File: src/rtl/riscv_pkg.sv
// rtl/riscv_pkg.sv - RV32 opcode/funct7 constants, ALU op and immediate-format enums, X-stage bundle
package riscv_pkg;

    localparam logic [6:0] OPC_LUI    = 7'b0110111;
    localparam logic [6:0] OPC_AUIPC  = 7'b0010111;
    localparam logic [6:0] OPC_JAL    = 7'b1101111;
    localparam logic [6:0] OPC_JALR   = 7'b1100111;
    localparam logic [6:0] OPC_BRANCH = 7'b1100011;
    localparam logic [6:0] OPC_LOAD   = 7'b0000011;
    localparam logic [6:0] OPC_STORE  = 7'b0100011;
    localparam logic [6:0] OPC_OP_IMM = 7'b0010011;
    localparam logic [6:0] OPC_OP     = 7'b0110011;

    localparam logic [6:0] F7_BASE    = 7'b0000000;
    localparam logic [6:0] F7_ALT     = 7'b0100000;
    localparam logic [6:0] F7_MULDIV  = 7'b0000001;

    typedef enum logic [4:0] {
        ALU_ADD, ALU_SUB, ALU_SLL, ALU_SLT, ALU_SLTU, ALU_XOR, ALU_SRL, ALU_SRA,
        ALU_OR, ALU_AND, ALU_PASS_B,
        ALU_MUL, ALU_MULH, ALU_MULHSU, ALU_MULHU, ALU_DIV, ALU_DIVU, ALU_REM, ALU_REMU
    } alu_op_t;

    typedef enum logic [2:0] {
        FMT_R, FMT_I, FMT_S, FMT_B, FMT_U, FMT_J
    } fmt_t;

    typedef struct packed {
        logic        valid;
        logic [31:0] pc;
        logic [31:0] imm;
        alu_op_t     alu_op;
        logic [2:0]  funct3;
        logic        is_load;
        logic        is_store;
        logic        is_branch;
        logic        is_jal;
        logic        is_jalr;
        logic        illegal;
    } x_bundle_t;

    // alt selects SUB over ADD and SRA over SRL (instruction bit 30)
    function automatic alu_op_t base_alu_op(input logic [2:0] funct3, input logic alt);
        alu_op_t op;
        case (funct3)
            3'b000:  op = alt ? ALU_SUB : ALU_ADD;
            3'b001:  op = ALU_SLL;
            3'b010:  op = ALU_SLT;
            3'b011:  op = ALU_SLTU;
            3'b100:  op = ALU_XOR;
            3'b101:  op = alt ? ALU_SRA : ALU_SRL;
            3'b110:  op = ALU_OR;
            default: op = ALU_AND;
        endcase
        return op;
    endfunction

    function automatic alu_op_t muldiv_alu_op(input logic [2:0] funct3);
        alu_op_t op;
        case (funct3)
            3'b000:  op = ALU_MUL;
            3'b001:  op = ALU_MULH;
            3'b010:  op = ALU_MULHSU;
            3'b011:  op = ALU_MULHU;
            3'b100:  op = ALU_DIV;
            3'b101:  op = ALU_DIVU;
            3'b110:  op = ALU_REM;
            default: op = ALU_REMU;
        endcase
        return op;
    endfunction

endpackage

File: src/rtl/decode_stage_if.sv
// rtl/decode_stage_if.sv - fetch-to-decode offer/accept handshake
interface decode_stage_if;
    logic        if_valid;
    logic [31:0] if_inst;
    logic [31:0] if_pc;
    logic        if_ready;

    modport master (output if_valid, if_inst, if_pc, input if_ready);
    modport slave  (input if_valid, if_inst, if_pc, output if_ready);
endinterface

File: src/rtl/imm_gen.sv
// rtl/imm_gen.sv - combinational immediate extraction and format classification from the opcode
module imm_gen
    import riscv_pkg::*;
(
    input  logic [31:0] inst_i,
    output logic [31:0] imm_o,
    output fmt_t        fmt_o
);

    fmt_t fmt;

    always_comb begin
        fmt = FMT_R;
        case (inst_i[6:0])
            OPC_LUI, OPC_AUIPC:             fmt = FMT_U;
            OPC_JAL:                        fmt = FMT_J;
            OPC_JALR, OPC_LOAD, OPC_OP_IMM: fmt = FMT_I;
            OPC_STORE:                      fmt = FMT_S;
            OPC_BRANCH:                     fmt = FMT_B;
            default:                        fmt = FMT_R;
        endcase
    end

    always_comb begin
        imm_o = '0;
        case (fmt)
            FMT_I: imm_o = {{20{inst_i[31]}}, inst_i[31:20]};
            FMT_S: imm_o = {{20{inst_i[31]}}, inst_i[31:25], inst_i[11:7]};
            FMT_B: imm_o = {{19{inst_i[31]}}, inst_i[31], inst_i[7], inst_i[30:25], inst_i[11:8], 1'b0};
            FMT_U: imm_o = {inst_i[31:12], 12'b0};
            FMT_J: imm_o = {{11{inst_i[31]}}, inst_i[31], inst_i[19:12], inst_i[20], inst_i[30:21], 1'b0};
            default: imm_o = '0;
        endcase
    end

    assign fmt_o = fmt;

endmodule

File: src/rtl/decode_stage.sv
// rtl/decode_stage.sv - D stage: one-entry instruction holder, register-file read requests, registered X decode
// RV32M_EN: when defined, OP with funct7=0000001 decodes as MUL/DIV; otherwise it is illegal.
module decode_stage
    import riscv_pkg::*;
(
    input  logic          clk,
    input  logic          rst_n,
    decode_stage_if.slave fetch,
    input  logic          stall_i,
    input  logic          flush_x,
    output logic [4:0]    rs1,
    output logic [4:0]    rs2,
    output logic [4:0]    rd,
    output logic          rs1_v,
    output logic          rs2_v,
    output logic          rdx_v,
    output logic          rdm_v,
    output logic          x_valid,
    output logic [31:0]   x_pc,
    output logic [31:0]   x_imm,
    output alu_op_t       x_alu_op,
    output logic [2:0]    x_funct3,
    output logic          x_is_load,
    output logic          x_is_store,
    output logic          x_is_branch,
    output logic          x_is_jal,
    output logic          x_is_jalr,
    output logic          x_illegal
);

    logic        d_valid_q, d_valid_d;
    logic [31:0] d_inst_q, d_inst_d;
    logic [31:0] d_pc_q, d_pc_d;
    x_bundle_t   x_q, x_d, x_next;

    logic [6:0]  opcode, funct7;
    logic [2:0]  funct3;
    logic [31:0] imm;
    fmt_t        fmt;
    alu_op_t     alu_op;
    logic        illegal, is_muldiv, live, fast_wb, accept;

    assign opcode = d_inst_q[6:0];
    assign funct3 = d_inst_q[14:12];
    assign funct7 = d_inst_q[31:25];

    imm_gen u_imm_gen (
        .inst_i (d_inst_q),
        .imm_o  (imm),
        .fmt_o  (fmt)
    );

    always_comb begin
        illegal = 1'b0;
        alu_op  = ALU_ADD;
        case (opcode)
            OPC_LUI:            alu_op = ALU_PASS_B;
            OPC_AUIPC, OPC_JAL: alu_op = ALU_ADD;
            OPC_JALR:           illegal = (funct3 != 3'b000);
            OPC_BRANCH: begin
                alu_op  = ALU_SUB;
                illegal = (funct3 == 3'b010) || (funct3 == 3'b011);
            end
            OPC_LOAD:  illegal = !(funct3 inside {3'b000, 3'b001, 3'b010, 3'b100, 3'b101});
            OPC_STORE: illegal = !(funct3 inside {3'b000, 3'b001, 3'b010});
            OPC_OP_IMM: begin
                alu_op = base_alu_op(funct3, (funct3 == 3'b101) && (funct7 == F7_ALT));
                if (funct3 == 3'b001)
                    illegal = (funct7 != F7_BASE);
                else if (funct3 == 3'b101)
                    illegal = !((funct7 == F7_BASE) || (funct7 == F7_ALT));
            end
            OPC_OP: begin
                if (funct7 == F7_BASE)
                    alu_op = base_alu_op(funct3, 1'b0);
                else if ((funct7 == F7_ALT) && ((funct3 == 3'b000) || (funct3 == 3'b101)))
                    alu_op = base_alu_op(funct3, 1'b1);
                else if (funct7 == F7_MULDIV) begin
`ifdef RV32M_EN
                    alu_op = muldiv_alu_op(funct3);
`else
                    illegal = 1'b1;
`endif
                end else
                    illegal = 1'b1;
            end
            default: illegal = 1'b1;
        endcase
    end

    // Register-file requests: an illegal or flushed instruction requests nothing
    assign is_muldiv = (opcode == OPC_OP) && (funct7 == F7_MULDIV);
    assign fast_wb   = (opcode inside {OPC_OP, OPC_OP_IMM, OPC_LUI, OPC_AUIPC, OPC_JAL, OPC_JALR}) && !is_muldiv;
    assign live      = d_valid_q && !flush_x && !illegal;

    assign rs1   = d_inst_q[19:15];
    assign rs2   = d_inst_q[24:20];
    assign rd    = d_inst_q[11:7];
    assign rs1_v = live && (fmt inside {FMT_R, FMT_I, FMT_S, FMT_B}) && (rs1 != 5'd0);
    assign rs2_v = live && (fmt inside {FMT_R, FMT_S, FMT_B}) && (rs2 != 5'd0);
    assign rdm_v = live && (fmt inside {FMT_R, FMT_I, FMT_U, FMT_J}) && (rd != 5'd0);
    assign rdx_v = rdm_v && fast_wb;

    always_comb begin
        x_next           = '0;
        x_next.valid     = d_valid_q;
        x_next.pc        = d_pc_q;
        x_next.imm       = imm;
        x_next.alu_op    = alu_op;
        x_next.funct3    = funct3;
        x_next.is_load   = d_valid_q && !illegal && (opcode == OPC_LOAD);
        x_next.is_store  = d_valid_q && !illegal && (opcode == OPC_STORE);
        x_next.is_branch = d_valid_q && !illegal && (opcode == OPC_BRANCH);
        x_next.is_jal    = d_valid_q && !illegal && (opcode == OPC_JAL);
        x_next.is_jalr   = d_valid_q && !illegal && (opcode == OPC_JALR);
        x_next.illegal   = d_valid_q && illegal;
    end

    assign fetch.if_ready = !stall_i || !d_valid_q;
    assign accept         = fetch.if_valid && fetch.if_ready;

    // Flush beats stall and a same-cycle accept; an empty D may still fill under stall
    always_comb begin
        d_valid_d = d_valid_q;
        d_inst_d  = d_inst_q;
        d_pc_d    = d_pc_q;
        x_d       = x_q;
        if (flush_x) begin
            d_valid_d = 1'b0;
            x_d.valid = 1'b0;
        end else begin
            if (!stall_i)
                x_d = x_next;
            if (accept) begin
                d_valid_d = 1'b1;
                d_inst_d  = fetch.if_inst;
                d_pc_d    = fetch.if_pc;
            end else if (!stall_i) begin
                d_valid_d = 1'b0;
            end
        end
    end

    always_ff @(posedge clk or negedge rst_n) begin
        if (!rst_n) begin
            d_valid_q <= 1'b0;
            d_inst_q  <= '0;
            d_pc_q    <= '0;
            x_q       <= '0;
        end else begin
            d_valid_q <= d_valid_d;
            d_inst_q  <= d_inst_d;
            d_pc_q    <= d_pc_d;
            x_q       <= x_d;
        end
    end

    assign x_valid     = x_q.valid;
    assign x_pc        = x_q.pc;
    assign x_imm       = x_q.imm;
    assign x_alu_op    = x_q.alu_op;
    assign x_funct3    = x_q.funct3;
    assign x_is_load   = x_q.is_load;
    assign x_is_store  = x_q.is_store;
    assign x_is_branch = x_q.is_branch;
    assign x_is_jal    = x_q.is_jal;
    assign x_is_jalr   = x_q.is_jalr;
    assign x_illegal   = x_q.illegal;

endmodule

File: src/flat_wrapper.sv
// flat-port wrapper written by rule: the top's interface ports become plain ports
module decode_stage_flat import riscv_pkg::*;
  (clk, rst_n, stall_i, flush_x, rs1, rs2, rd, rs1_v, rs2_v, rdx_v, rdm_v, x_valid, x_pc, x_imm, x_alu_op, x_funct3, x_is_load, x_is_store, x_is_branch, x_is_jal, x_is_jalr, x_illegal, fetch_if_valid, fetch_if_inst, fetch_if_pc, fetch_if_ready);
  decode_stage_if fetch_i ();
  input  logic clk;
  input  logic rst_n;
  input  logic stall_i;
  input  logic flush_x;
  output logic [4:0] rs1;
  output logic [4:0] rs2;
  output logic [4:0] rd;
  output logic rs1_v;
  output logic rs2_v;
  output logic rdx_v;
  output logic rdm_v;
  output logic x_valid;
  output logic [31:0] x_pc;
  output logic [31:0] x_imm;
  output alu_op_t x_alu_op;
  output logic [2:0] x_funct3;
  output logic x_is_load;
  output logic x_is_store;
  output logic x_is_branch;
  output logic x_is_jal;
  output logic x_is_jalr;
  output logic x_illegal;
  input wire logic [$bits(fetch_i.if_valid)-1:0] fetch_if_valid;
  input wire logic [$bits(fetch_i.if_inst)-1:0] fetch_if_inst;
  input wire logic [$bits(fetch_i.if_pc)-1:0] fetch_if_pc;
  output wire logic [$bits(fetch_i.if_ready)-1:0] fetch_if_ready;
  assign fetch_i.if_valid = fetch_if_valid;
  assign fetch_i.if_inst = fetch_if_inst;
  assign fetch_i.if_pc = fetch_if_pc;
  assign fetch_if_ready = fetch_i.if_ready;
  decode_stage u_core (.clk(clk), .rst_n(rst_n), .fetch(fetch_i), .stall_i(stall_i), .flush_x(flush_x), .rs1(rs1), .rs2(rs2), .rd(rd), .rs1_v(rs1_v), .rs2_v(rs2_v), .rdx_v(rdx_v), .rdm_v(rdm_v), .x_valid(x_valid), .x_pc(x_pc), .x_imm(x_imm), .x_alu_op(x_alu_op), .x_funct3(x_funct3), .x_is_load(x_is_load), .x_is_store(x_is_store), .x_is_branch(x_is_branch), .x_is_jal(x_is_jal), .x_is_jalr(x_is_jalr), .x_illegal(x_illegal));
endmodule
File: config.mk
export PLATFORM = sky130hd
export DESIGN_NAME = decode_stage_flat
export DESIGN_NICKNAME = d
export VERILOG_FILES = /design/src/rtl/riscv_pkg.sv /design/src/rtl/decode_stage_if.sv /design/src/rtl/imm_gen.sv /design/src/rtl/decode_stage.sv /design/src/flat_wrapper.sv
export SDC_FILE = /design/constraint.sdc
export NUM_CORES = 1
export LEC_CHECK = 0
export ABC_CLOCK_PERIOD_IN_PS = 2200
export BUFFER_PORTS_ARGS = -buffer_cell sky130_fd_sc_hd__clkbuf_2
export CAP_MARGIN = 20
export CORE_UTILIZATION = 50
export DETAILED_ROUTE_END_ITERATION = 8
export PLACE_DENSITY = 0.76
export SLEW_MARGIN = 10
export SYNTH_ARGS = -nofsm -noshare
export SYNTH_HDL_FRONTEND = slang
export SYNTH_HIERARCHICAL = 1
export SYNTH_SLANG_ARGS = --single-unit
File: constraint.sdc
create_clock -name clk -period 2.2 [get_ports clk]
set_input_delay 0.11 -clock clk [delete_from_list [all_inputs] [get_ports clk]]
set_output_delay 0.11 -clock clk [all_outputs]
set_load 0.01 [all_outputs]
* After elaboration in Yosys (flattened, before gate mapping)
Cells that the tools add are included.
** Word-level totals
- Register bits :: 144
- Output and inout bits :: 99
** Operators by class
- Equality and inequality tests :: 24
- Muxes and demuxes :: 20
- Bitwise operators :: 2
- Reduce and logical (&&, ||, !) cells :: 52
** Operators by type and width (count)
- $pmux 32 s5 :: 1
- $mux 79 :: 1
- $pmux 4 s7 :: 2
- $pmux 5 s7 :: 1
- $eq 7x6->1 const B :: 4
- $eq 7x7->1 const B :: 3
- $logic_and 1x1->1 :: 21
- $pmux 5 s4 :: 1
- $reduce_bool 5->1 :: 4
- $eq 3x3->1 const B :: 5
- $pmux 3 s5 :: 1
- $eq 7x5->1 const B :: 2
- $eq 3x2->1 const B :: 4
- $mux 1 :: 10
- $mux 5 :: 2
- $reduce_bool 3->1 :: 3
- $logic_not 1->1 :: 8
- $reduce_bool 4->1 :: 2
- $eq 7x1->1 const B :: 1
- $eq 7x2->1 const B :: 1
- $logic_not 7->1 :: 1
- $pmux 1 s7 :: 1
- $reduce_bool 7->1 :: 1
- $eq 3x1->1 const B :: 2
- 9 further kinds :: 16

* Depth between registers and ports, before layout
Gate-level depths: netlist (run 1).
- Word-level depth :: 11
- Gate-level depth with buffers :: 7

* Modules after synthesis
Netlist (run 1), hierarchy kept.
** By module, submodules not included
- decode_stage :: times used 1, cells an instance 574, area an instance 6053.3 um2
- imm_gen :: times used 1, cells an instance 59, area an instance 436.7 um2

* Worst setup path after synthesis (run 1)
OpenSTA, ideal clock, no wires.
- Kind :: reg-to-output
- Start :: reg u_core.d_inst_q[3]
- End :: out rs1_v
- Data arrival time :: 1.862 ns
- Required time :: 2.090 ns
- Path slack :: 0.228 ns
- Cell stages (with the launch flop) :: 7
- Path buffers :: 0
- Cell sequence :: dfrtp_1 -> nand3b_4 -> nor3_1 -> nor2_1 -> clkinv_1 -> or3b_2 -> nor3_1
** Between the ends
- Word-level cells in the longest chain between the ends :: 7
** RTL lines
- from (decl) :: RTL line decode_stage.sv:32 : logic [31:0] d_inst_q, d_inst_d;
- from (signal assigned) :: RTL line decode_stage.sv:152 : d_inst_q <= d_inst_d;
- $eq 7x7->1 (tied with other cells) :: RTL line imm_gen.sv:14 : case (inst_i[6:0])
- $reduce_or 3->1 or $reduce_or 2->1 (tied branches) :: RTL line imm_gen.sv:14
- $pmux 3 s5 * :: RTL line imm_gen.sv:14
- named net u_core.fmt[2] :: RTL line decode_stage.sv:39 : fmt_t fmt;
- $eq 3x1->1 (tied with other cells) :: RTL line decode_stage.sv:99 : assign rs1_v = live && (fmt inside {FMT_R, FMT_I, FMT_S, FMT_B}) && (rs1 != 5'd0);
- $reduce_bool 4->1 * :: RTL line decode_stage.sv:99
- $logic_and 1x1->1 * (2 in series) :: RTL line decode_stage.sv:99
- to (decl) :: RTL line flat_wrapper.sv:12 : output logic rs1_v;
The timed path passes the listed nets; every way through them passes the cells marked *.

* Worst setup path after layout (run 1)
- Start :: reg u_core.d_inst_q[6]
- End :: out rs2_v
** Between the ends
- Word-level cells in the longest chain between the ends :: 7
** RTL lines
- $eq 7x7->1 (tied with other cells) :: RTL line imm_gen.sv:14, decode_stage.sv:56
- $reduce_or 3->1 (tied with other cells) :: RTL line imm_gen.sv:14
- $pmux 3 s5 or $pmux 1 s7 (tied branches) :: RTL line imm_gen.sv:14, decode_stage.sv:56
- $eq 3x2->1 (tied with other cells) :: RTL line decode_stage.sv:100 : assign rs2_v = live && (fmt inside {FMT_R, FMT_S, FMT_B}) && (rs2 != 5'd0);
- $reduce_bool 3->1 or $logic_and 1x1->1 (tied branches) :: RTL line decode_stage.sv:100, decode_stage.sv:94
- $logic_and 1x1->1 * (2 in series) :: RTL line decode_stage.sv:100
- to (decl) :: RTL line flat_wrapper.sv:13 : output logic rs2_v;
Every way passes the cells marked *; elsewhere a longest branch is shown, timed or not.

==> results of run 1 <==
critical path, stage by stage, from the launching register on:
cell                        delay [ns]
sky130_fd_sc_hd__dfrtp_2          0.43
sky130_fd_sc_hd__buf_6            0.13
sky130_fd_sc_hd__o22a_1           0.23
sky130_fd_sc_hd__a2111oi_4        0.40
sky130_fd_sc_hd__nand3_4          0.19
sky130_fd_sc_hd__nor3_4           0.24
sky130_fd_sc_hd__buf_2            0.16
power by group:
| part | internal (uW) | switching [uW] | total [uW] | leakage, uW |
|---|---|---|---|---|
| Combinational | 799 | 813 | 1610 | 0.00261 |
| Sequential | 3000 | 308 | 3310 | 0.00179 |
| Clock | 1820 | 1110 | 2930 | 0.000293 |
| Total | 5620 | 2230 | 7850 | 0.00470 |
cell families (layout without fill, tap and decap cells):
group,after synthesis,in the layout,share of synthesized area
xor+xnor,1,1,0.00135
mux,67,67,0.116
buf+inv,55,317,0.0447
compound gates,68,68,0.0773
simple gates,298,298,0.209
flops,143,143,0.551
other cells,1,2,0.000578
placed cells by master (no fill, tap or decap), drive strengths merged, types with 3 or more instances in the layout:
cell type,Yosys,routed
nand2,221,221
clkbuf,17,180
dfrtp,143,143
dlygate4sd3,0,68
mux2,64,64
buf,31,49
a21o,20,20
nor2,18,18
o21ai,15,15
a21oi,11,11
nor2b,11,11
inv,6,8
clkinv,1,7
nor3,7,7
nand3,6,6
nand4,5,5
a22o,5,5
nand3b,4,4
bufinv,0,3
or4,3,3
mux2i,3,3
nor3b,3,3
and3,3,3
stage by stage:
| stage | power, uW | instances | instance area (sq um) | setup TNS (ns) | utilization |
|---|---|---|---|---|---|
| after global routing | 8210 | 1068 | 9040 | -0.649 | 0.717 |
| after floorplan | 4120 | 633 | 6490 | 0 | - |
| after CTS | 7840 | 1059 | 8980 | -0.340 | 0.711 |
| final | 7850 | 1068 | 9040 | -0.303 | 0.717 |
| after detailed placement | 4700 | 948 | 7510 | 0 | 0.595 |
| after global placement | 4640 | 948 | 7510 | 0 | 0.595 |
metal layers:
metal | up-vias | track usage | wire, um
met2 | 194 | 0.454 | 8870
met5 | - | 0 | 0
met1 | 2711 | 0.347 | 7350
met3 | 26 | 0.0643 | 970
met4 | 0 | 0.115 | 350
li1 | 2589 | - | -
worst max path at each step:
stage,from,endpoint,depth (start not counted)
floorplan,u_core/d_inst_q[3]$_DFFE_PN0P_,rs1_v,6
global placement,u_core/d_inst_q[6]$_DFFE_PN0P_,rs1_v,7
detailed placement,u_core/d_inst_q[6]$_DFFE_PN0P_,rs1_v,7
CTS,u_core/d_inst_q[29]$_DFFE_PN0P_,rs2_v,6
global route,u_core/d_inst_q[6]$_DFFE_PN0P_,rs2_v,8
finish,u_core/d_inst_q[6]$_DFFE_PN0P_,rs2_v,6
flip-flops by register name (all words and copies together) (netlist names), 3 cells and up:
register and count:
u_core/x_funct3 3, u_core/x_alu_op 4, u_core/d_inst_q 32, u_core/x_imm 32
u_core/x_pc 32, u_core/d_pc_q 32
area by class of cell:
cell class / count / area [sq um] / area share
repair buffers: 278 / 1900 / 0.210
multi-input cells: 435 / 2710 / 0.300
clock inverters: 13 / 164 / 0.0181
flip-flops and latches: 143 / 3580 / 0.396
clock buffers: 19 / 443 / 0.0490
diodes: 1 / 2.50 / 0.000277
well taps: 172 / 215 / 0.0238
inverters: 7 / 26.3 / 0.00290
what timing repair did:
action / 4_1_cts / 5_1_grt
endpoints found under the hold margin: 119 / 0
gates resized for setup: 24 / 7
pin swaps: 9 / 10
hold buffers: 68 / 0
buffers inserted: 11 / 8
endpoints found under the setup margin: 4 / 4
==> impl_metrics.prom, run 1 <==
# TYPE chip_impl_metric gauge
chip_impl_metric{name="synthDominantCellAreaShare",unit=""} 0.551
chip_impl_metric{name="relative_slew_margins",unit=""} 0.445
chip_impl_metric{name="synthesis.area",unit="sq um"} 6490
chip_impl_metric{name="synth-seq-cells",unit=""} 143
chip_impl_metric{name="hold-worst-slack",unit="ns"} 0.0953
chip_impl_metric{name="max-vdd-ir-drop",unit="V"} 0.000575
chip_impl_metric{name="cts.sinks",unit=""} 143
chip_impl_info{name="violated_checks",value="setup timing"} 1
chip_impl_metric{name="maxcap_violations",unit=""} 0
chip_impl_metric{name="synth_cells",unit=""} 633
chip_impl_metric{name="final_layout_size_suffix_gt1_frac",unit=""} 0.389
chip_impl_metric{name="num_rows",unit=""} 41
chip_impl_metric{name="hold_violations",unit=""} 0
chip_impl_metric{name="place_hpwl",unit="mm"} 11.5
chip_impl_metric{name="syn_nets",unit=""} 702
chip_impl_metric{name="antenna_found_initial",unit=""} 1
chip_impl_metric{name="pin_count",unit=""} 168
chip_impl_metric{name="cts.clk_slew.worst_paths",unit="ns"} 0.06
chip_impl_metric{name="clock_buffers_created_by_tritoncts",unit=""} 17
chip_impl_metric{name="clk-insertion-delay-late",unit="ns"} 0.42
chip_impl_metric{name="grt_usage",unit=""} 0.275
chip_impl_info{name="min_from",value="stall_i"} 1
chip_impl_info{name="cts_tree",value="yes"} 1
chip_impl_metric{name="final_net_count",unit=""} 951
chip_impl_info{name="ys_dominant_reg_cell",value="sky130_fd_sc_hd__dfrtp_1"} 1
chip_impl_metric{name="dr_total_vias",unit=""} 5520
chip_impl_metric{name="cts_htree_levels",unit=""} 4
chip_impl_metric{name="yosys.cell_types.count",unit=""} 63
chip_impl_metric{name="pin_count_of_the_biggest_net_entering_global_routing",unit=""} 79
chip_impl_metric{name="number_of_enable_flip_flop_cells_after_synthesis",unit=""} 0
chip_impl_metric{name="setup.reg_to_reg.worst_slack",unit="ns"} 0.20
chip_impl_metric{name="power.density_cell_area",unit="nW/um^2"} 868
chip_impl_metric{name="place_congestion",unit=""} 0.867
chip_impl_info{name="synth_commonest_cells",value="sky130_fd_sc_hd__nand2_1, sky130_fd_sc_hd__dfrtp_1, sky130_fd_sc_hd__mux2_2"} 1
chip_impl_metric{name="clock.fmax",unit="GHz"} 0.433
chip_impl_info{name="crit_type",value="register to primary output"} 1
chip_impl_metric{name="globalRoute.totalOverflow",unit=""} 0
chip_impl_metric{name="quantity_of_i_o_buffers_inserted_on_ports",unit=""} 166
chip_impl_metric{name="drc_errors",unit=""} 0
chip_impl_metric{name="final_number_of_setup_violating_endpoints",unit=""} 4
chip_impl_metric{name="timing_max_transition_violations_final",unit=""} 0
chip_impl_metric{name="synth_async_sr_flop_share",unit=""} 1.00
chip_impl_metric{name="floorplan.die.width",unit="um"} 116
chip_impl_metric{name="timing.clock.skew",unit="ns"} 0.00735
chip_impl_info{name="crit_path_start_kind",value="register"} 1
chip_impl_info{name="hold_path_class",value="input pin to register"} 1
chip_impl_metric{name="timing.critical_path.arrival",unit="ns"} 2.20
chip_impl_info{name="yosysTopAreaCell",value="sky130_fd_sc_hd__dfrtp_1"} 1
chip_impl_metric{name="area_of_the_core",unit="sq um"} 12600
chip_impl_metric{name="initialDrtViolationCount",unit=""} 295
chip_impl_metric{name="viasPerCell",unit=""} 5.17
chip_impl_info{name="rsz0062_at_grt",value="yes"} 1
chip_impl_metric{name="worstPathMaxFanout",unit=""} 5
chip_impl_metric{name="vias_in_the_first_global_route",unit=""} 5518
chip_impl_metric{name="post-route-worst-setup-slack",unit="ns"} -0.112
chip_impl_info{name="status",value="finished with violations"} 1
chip_impl_metric{name="synth-seq-area-share",unit=""} 0.551
chip_impl_metric{name="drtAntennaViolNets",unit=""} 0
chip_impl_metric{name="clk_path_buf_depth",unit=""} 2
chip_impl_metric{name="floorplan.initialDensity",unit=""} 0.514
chip_impl_metric{name="reg2regPathDepth",unit=""} 7
chip_impl_info{name="holdPathEnd",value="u_core/x_valid$_DFFE_PN0P_"} 1
chip_impl_metric{name="total_leakage_power",unit="uW"} 0.00470
chip_impl_info{name="reg2reg_to",value="u_core/x_illegal$_DFFE_PN0P_"} 1
chip_impl_metric{name="cp.required",unit="ns"} 2.09
chip_impl_metric{name="max_slew.worst_pin.slew",unit="ns"} 0.832
chip_impl_metric{name="post_synth.cell_area_avg",unit="sq um"} 10.3
chip_impl_metric{name="global_route_wire_length_before_repair",unit="mm"} 28.0
chip_impl_metric{name="period_needed",unit="ns"} 2.31
chip_impl_metric{name="drt-pass1-iter-count",unit=""} 5
chip_impl_metric{name="min_delay_path_depth",unit=""} 3
chip_impl_metric{name="die_area",unit="sq um"} 13400
chip_impl_metric{name="synthesis.yosys.warnings",unit=""} 6
chip_impl_info{name="count_leader_synth",value="sky130_fd_sc_hd__nand2_1"} 1
chip_impl_metric{name="detailedPlace.worstSlack",unit="ns"} 0.0983
chip_impl_metric{name="wl_per_cell",unit="um"} 16.4
chip_impl_info{name="timing.rr.start",value="u_core/d_inst_q[6]$_DFFE_PN0P_"} 1
chip_impl_metric{name="finalWirelength",unit="mm"} 17.5
chip_impl_metric{name="timing.final.crit_share",unit=""} 1.05
chip_impl_info{name="critPathCaptureType",value="primary output"} 1
chip_impl_info{name="clockRootBuffer",value="sky130_fd_sc_hd__clkbuf_16"} 1
chip_impl_metric{name="layout.filler_cells",unit=""} 964
chip_impl_metric{name="areaGrowthSynthToFinish",unit="%"} 39.4
chip_impl_info{name="synth_area_leaders",value="sky130_fd_sc_hd__dfrtp_1, sky130_fd_sc_hd__nand2_1, sky130_fd_sc_hd__mux2_2"} 1
chip_impl_metric{name="overall_die_height",unit="um"} 116
No activity file was read; power rests on OpenSTA's default activity.
==> run 2, diff against run 1 <==
SYNTH_HIERARCHICAL = not set   (was 1)
==> run 2 against run 1 <==
Non-clock buffer count is 13 lower. First-iteration DRC count is 14% lower. Core utilization is 0.73 points lower. Worst setup slack worse by 0.18 ns. Sequential cell count unchanged. Clock skew is 0.0022 ns lower. Area after synthesis is 3.2% lower. Register-to-register slack about the same. Maximum frequency fell by 7.1%. The flow still finishes with violations (setup timing). Critical path depth increased by 1. Sequential share of layout area rose by 2.1 points. Sequential power hardly changed.
==> impl_metrics.prom, run 2 <==
# TYPE chip_impl_metric gauge
chip_impl_metric{name="drc_errors",unit=""} 0
chip_impl_metric{name="worstPathMaxFanout",unit=""} 2
chip_impl_metric{name="synthDominantCellAreaShare",unit=""} 0.570
chip_impl_metric{name="synth_cells",unit=""} 592
chip_impl_metric{name="synth-seq-cells",unit=""} 143
chip_impl_info{name="synth_area_leaders",value="sky130_fd_sc_hd__dfrtp_1, sky130_fd_sc_hd__mux2_2, sky130_fd_sc_hd__nand2_1"} 1
chip_impl_metric{name="total_placed_cells_including_tap_cells",unit=""} 899
chip_impl_metric{name="synth-simple-area-share",unit=""} 0.173
chip_impl_info{name="synth_top_family_by_area",value="simple AND/OR/NAND/NOR gates"} 1
chip_impl_info{name="clockRootBuffer",value="sky130_fd_sc_hd__clkbuf_16"} 1
chip_impl_metric{name="relative_slew_margins",unit=""} 0.409
chip_impl_metric{name="drt-pass1-iter-count",unit=""} 5
chip_impl_metric{name="timing.final.crit_share",unit=""} 1.13
chip_impl_metric{name="overall_die_height",unit="um"} 114
chip_impl_info{name="cts_tree",value="yes"} 1
chip_impl_metric{name="synthesis.yosys.warnings",unit=""} 0
chip_impl_metric{name="cts.sinks",unit=""} 143
chip_impl_metric{name="power.density_cell_area",unit="nW/um^2"} 864
chip_impl_metric{name="grt_usage",unit=""} 0.268
chip_impl_info{name="critPathCaptureType",value="primary output"} 1
chip_impl_metric{name="clock_buffers_created_by_tritoncts",unit=""} 17
chip_impl_metric{name="global_route_wire_length_before_repair",unit="mm"} 26.4
chip_impl_info{name="crit_path_start_kind",value="register"} 1
chip_impl_info{name="final_common_cell",value="sky130_fd_sc_hd__clkbuf_2"} 1
chip_impl_metric{name="clock.fmax",unit="GHz"} 0.402
chip_impl_metric{name="drtAntennaViolNets",unit=""} 0
chip_impl_info{name="hold_path_class",value="input pin to register"} 1
chip_impl_info{name="holdPathEnd",value="u_core.x_valid$_DFFE_PN0P_"} 1
chip_impl_info{name="most-common-layout-cells",value="sky130_fd_sc_hd__clkbuf_2, sky130_fd_sc_hd__nand2_1, sky130_fd_sc_hd__dfrtp_1"} 1
chip_impl_metric{name="post_synth.cell_area_avg",unit="sq um"} 10.6
chip_impl_metric{name="final_number_of_setup_violating_endpoints",unit=""} 4
chip_impl_info{name="synth_commonest_cells",value="sky130_fd_sc_hd__nand2_1, sky130_fd_sc_hd__dfrtp_1, sky130_fd_sc_hd__mux2_2"} 1
chip_impl_metric{name="timing_max_transition_violations_final",unit=""} 0
chip_impl_metric{name="total_inserted_antenna_cells",unit=""} 0
chip_impl_metric{name="globalRoute.totalOverflow",unit=""} 0
chip_impl_metric{name="period_needed",unit="ns"} 2.49
chip_impl_metric{name="hold-worst-slack",unit="ns"} 0.113
chip_impl_info{name="min_from",value="stall_i"} 1
chip_impl_metric{name="cp.required",unit="ns"} 2.09
chip_impl_metric{name="layout.filler_cells",unit=""} 917
chip_impl_metric{name="viasPerCell",unit=""} 5.19
chip_impl_metric{name="pin_count_of_the_biggest_net_entering_global_routing",unit=""} 91
chip_impl_metric{name="post_synth_xor_area_fraction",unit=""} 0.00418
chip_impl_metric{name="stdcell_count",unit=""} 1003
chip_impl_metric{name="floorplan.initialDensity",unit=""} 0.518
chip_impl_metric{name="postLayoutCellArea",unit="sq um"} 8590
chip_impl_info{name="yosysTopAreaCell",value="sky130_fd_sc_hd__dfrtp_1"} 1
chip_impl_metric{name="floorplan.die.width",unit="um"} 114
chip_impl_metric{name="synth_fa_ha_area_frac",unit=""} 0
chip_impl_metric{name="num_rows",unit=""} 40
chip_impl_metric{name="vias_in_the_first_global_route",unit=""} 5405
chip_impl_metric{name="min_delay_path_depth",unit=""} 3
chip_impl_metric{name="total_leakage_power",unit="uW"} 0.00420
chip_impl_metric{name="placed_cell_area",unit="sq um"} 7270
chip_impl_metric{name="number_of_enable_flip_flop_cells_after_synthesis",unit=""} 0
chip_impl_metric{name="cts.clk_slew.worst_paths",unit="ns"} 0.06
chip_impl_metric{name="maxcap_violations",unit=""} 0
chip_impl_metric{name="place_congestion",unit=""} 0.870
chip_impl_metric{name="post-route-worst-setup-slack",unit="ns"} -0.289
chip_impl_metric{name="final_layout_size_suffix_gt1_frac",unit=""} 0.374
chip_impl_metric{name="yosys.cell_types.count",unit=""} 58
chip_impl_metric{name="synth_compound_area_frac",unit=""} 0.0857
chip_impl_info{name="count_leader_synth",value="sky130_fd_sc_hd__nand2_1"} 1
chip_impl_metric{name="reg2regPathDepth",unit=""} 7
chip_impl_metric{name="mux_cell_area_share_after_synthesis",unit=""} 0.118
chip_impl_metric{name="syn_nets",unit=""} 661
chip_impl_metric{name="synthesis.area",unit="sq um"} 6280
chip_impl_metric{name="synth_async_sr_flop_share",unit=""} 1.00
chip_impl_metric{name="clk_path_buf_depth",unit=""} 2
chip_impl_metric{name="areaGrowthSynthToFinish",unit="%"} 36.8
chip_impl_metric{name="wl_per_cell",unit="um"} 16.2
chip_impl_metric{name="synth-seq-area-share",unit=""} 0.570
chip_impl_metric{name="dr_total_vias",unit=""} 5205
chip_impl_metric{name="area_of_the_core",unit="sq um"} 12100
chip_impl_metric{name="setup-tns-final",unit="ns"} -0.921
chip_impl_metric{name="clk-insertion-delay-late",unit="ns"} 0.42
chip_impl_metric{name="timing.clock.skew",unit="ns"} 0.00519
chip_impl_metric{name="finalWirelength",unit="mm"} 16.2
chip_impl_metric{name="quantity_of_i_o_buffers_inserted_on_ports",unit=""} 166
chip_impl_metric{name="cts_htree_levels",unit=""} 4
chip_impl_metric{name="initialDrtViolationCount",unit=""} 254
chip_impl_metric{name="place_hpwl",unit="mm"} 10.6
chip_impl_info{name="timing.rr.start",value="u_core.d_inst_q[3]$_DFFE_PN0P_"} 1
chip_impl_metric{name="pin_count",unit=""} 168
chip_impl_metric{name="detailedPlace.worstSlack",unit="ns"} -0.0804
chip_impl_info{name="reg2reg_to",value="u_core.x_imm[22]$_DFFE_PN0P_"} 1
chip_impl_info{name="crit_type",value="register to primary output"} 1
chip_impl_metric{name="hold_violations",unit=""} 0
chip_impl_info{name="ys_dominant_reg_cell",value="sky130_fd_sc_hd__dfrtp_1"} 1
chip_impl_info{name="status",value="finished with violations"} 1
chip_impl_info{name="rsz0062_at_grt",value="yes"} 1
chip_impl_metric{name="die_area",unit="sq um"} 13000
chip_impl_metric{name="final_net_count",unit=""} 891
chip_impl_metric{name="setup.reg_to_reg.worst_slack",unit="ns"} 0.20
chip_impl_info{name="violated_checks",value="setup timing"} 1
chip_impl_metric{name="max_slew.worst_pin.slew",unit="ns"} 0.887
chip_impl_metric{name="max-vdd-ir-drop",unit="V"} 0.000675
chip_impl_metric{name="antenna_found_initial",unit=""} 0
chip_impl_metric{name="timing.critical_path.arrival",unit="ns"} 2.38
run 2: cell count changes after synthesis, moves of 5 or more:
| cell | before | now |
|---|---|---|
| sky130_fd_sc_hd__nor2_1 | 18 | 27 |
| sky130_fd_sc_hd__clkbuf_1 | 17 | 22 |
| sky130_fd_sc_hd__o21ai_0 | 13 | 32 |
| sky130_fd_sc_hd__a21o_2 | 11 | 0 |
| sky130_fd_sc_hd__a21o_1 | 9 | 2 |
| sky130_fd_sc_hd__nand2_1 | 221 | 153 |
| sky130_fd_sc_hd__nand3_1 | 5 | 12 |
| sky130_fd_sc_hd__nor2b_1 | 11 | 4 |
| sky130_fd_sc_hd__a21oi_1 | 11 | 25 |
run 2: how the worst max path moves through the flow:
stage	startpoint	to	slack, ns
2_1_floorplan	u_core.d_inst_q[27]$_DFFE_PN0P_	rdx_v	0.26
3_3_place_gp	u_core.d_inst_q[6]$_DFFE_PN0P_	u_core.x_imm[12]$_DFFE_PN0P_	0.02
3_5_place_dp	u_core.d_inst_q[6]$_DFFE_PN0P_	u_core.x_imm[14]$_DFFE_PN0P_	-0.08
4_1_cts	u_core.d_inst_q[27]$_DFFE_PN0P_	rdx_v	-0.28
5_1_grt	u_core.d_inst_q[27]$_DFFE_PN0P_	rs1_v	-0.35
6_report	u_core.d_inst_q[27]$_DFFE_PN0P_	rdx_v	-0.29
run 2: critical path: stages, from the launching register on:
cell and delay (ns):
sky130_fd_sc_hd__dfrtp_1 0.40, sky130_fd_sc_hd__nor4_4 0.32, sky130_fd_sc_hd__buf_4 0.17, sky130_fd_sc_hd__buf_4 0.10, sky130_fd_sc_hd__or2b_1 0.23, sky130_fd_sc_hd__o31ai_1 0.45, sky130_fd_sc_hd__a211oi_2 0.13, sky130_fd_sc_hd__buf_2 0.16
run 2: cell families (layout without fill, tap and decap cells):
group                     Yosys count  after routing
buffers and inverters              58            301
xor gates and xnor gates            3              3
AOI/OAI and AO/OA                  85             85
DFF                               143            143
and+or+nand+nor                   236            236
muxes                              66             66
other                               1              1
run 2: final cells by class:
type                            count  area [sq um]  share of cell area
Timing Repair Buffer              265          1780               0.207
Clock buffer                       23           488              0.0568
Multi-Input combinational cell    391          2440               0.284
Clock inverter                      9          83.8             0.00976
Tap cell                          168           210              0.0245
Inverter                            4          15.0             0.00175
Sequential cell                   143          3580               0.417
run 2: metrics by stage:
stage	utilization	power (uW)
floorplan	-	4070
global placement	0.600	4540
detailed placement	0.600	4600
CTS	0.708	7450
global route	0.709	7770
finish	0.709	7420
run 2: per-layer routing:
layer	global-route usage	wire (um)	share of wire	vias up
met5	0.00784	0	0	-
met4	0.133	483	0.030	0
met3	0.0762	840	0.052	36
met2	0.440	8050	0.50	201
met1	0.324	6830	0.42	2513
li1	-	-	-	2455
run 2: power by group:
group	switching (uW)	leakage (uW)	total [uW]	internal, uW
clock network	1060	0.000271	2730	1670
logic	698	0.00214	1380	680
registers	319	0.00179	3320	3000
run 2: what timing repair did:
action | CTS | global route
buffers inserted | 4 | 0
hold endpoints to repair | 143 | 0
gates resized for setup | 7 | 7
pin swaps | 8 | 0
hold buffers | 68 | 0
setup endpoints to repair | 15 | 4
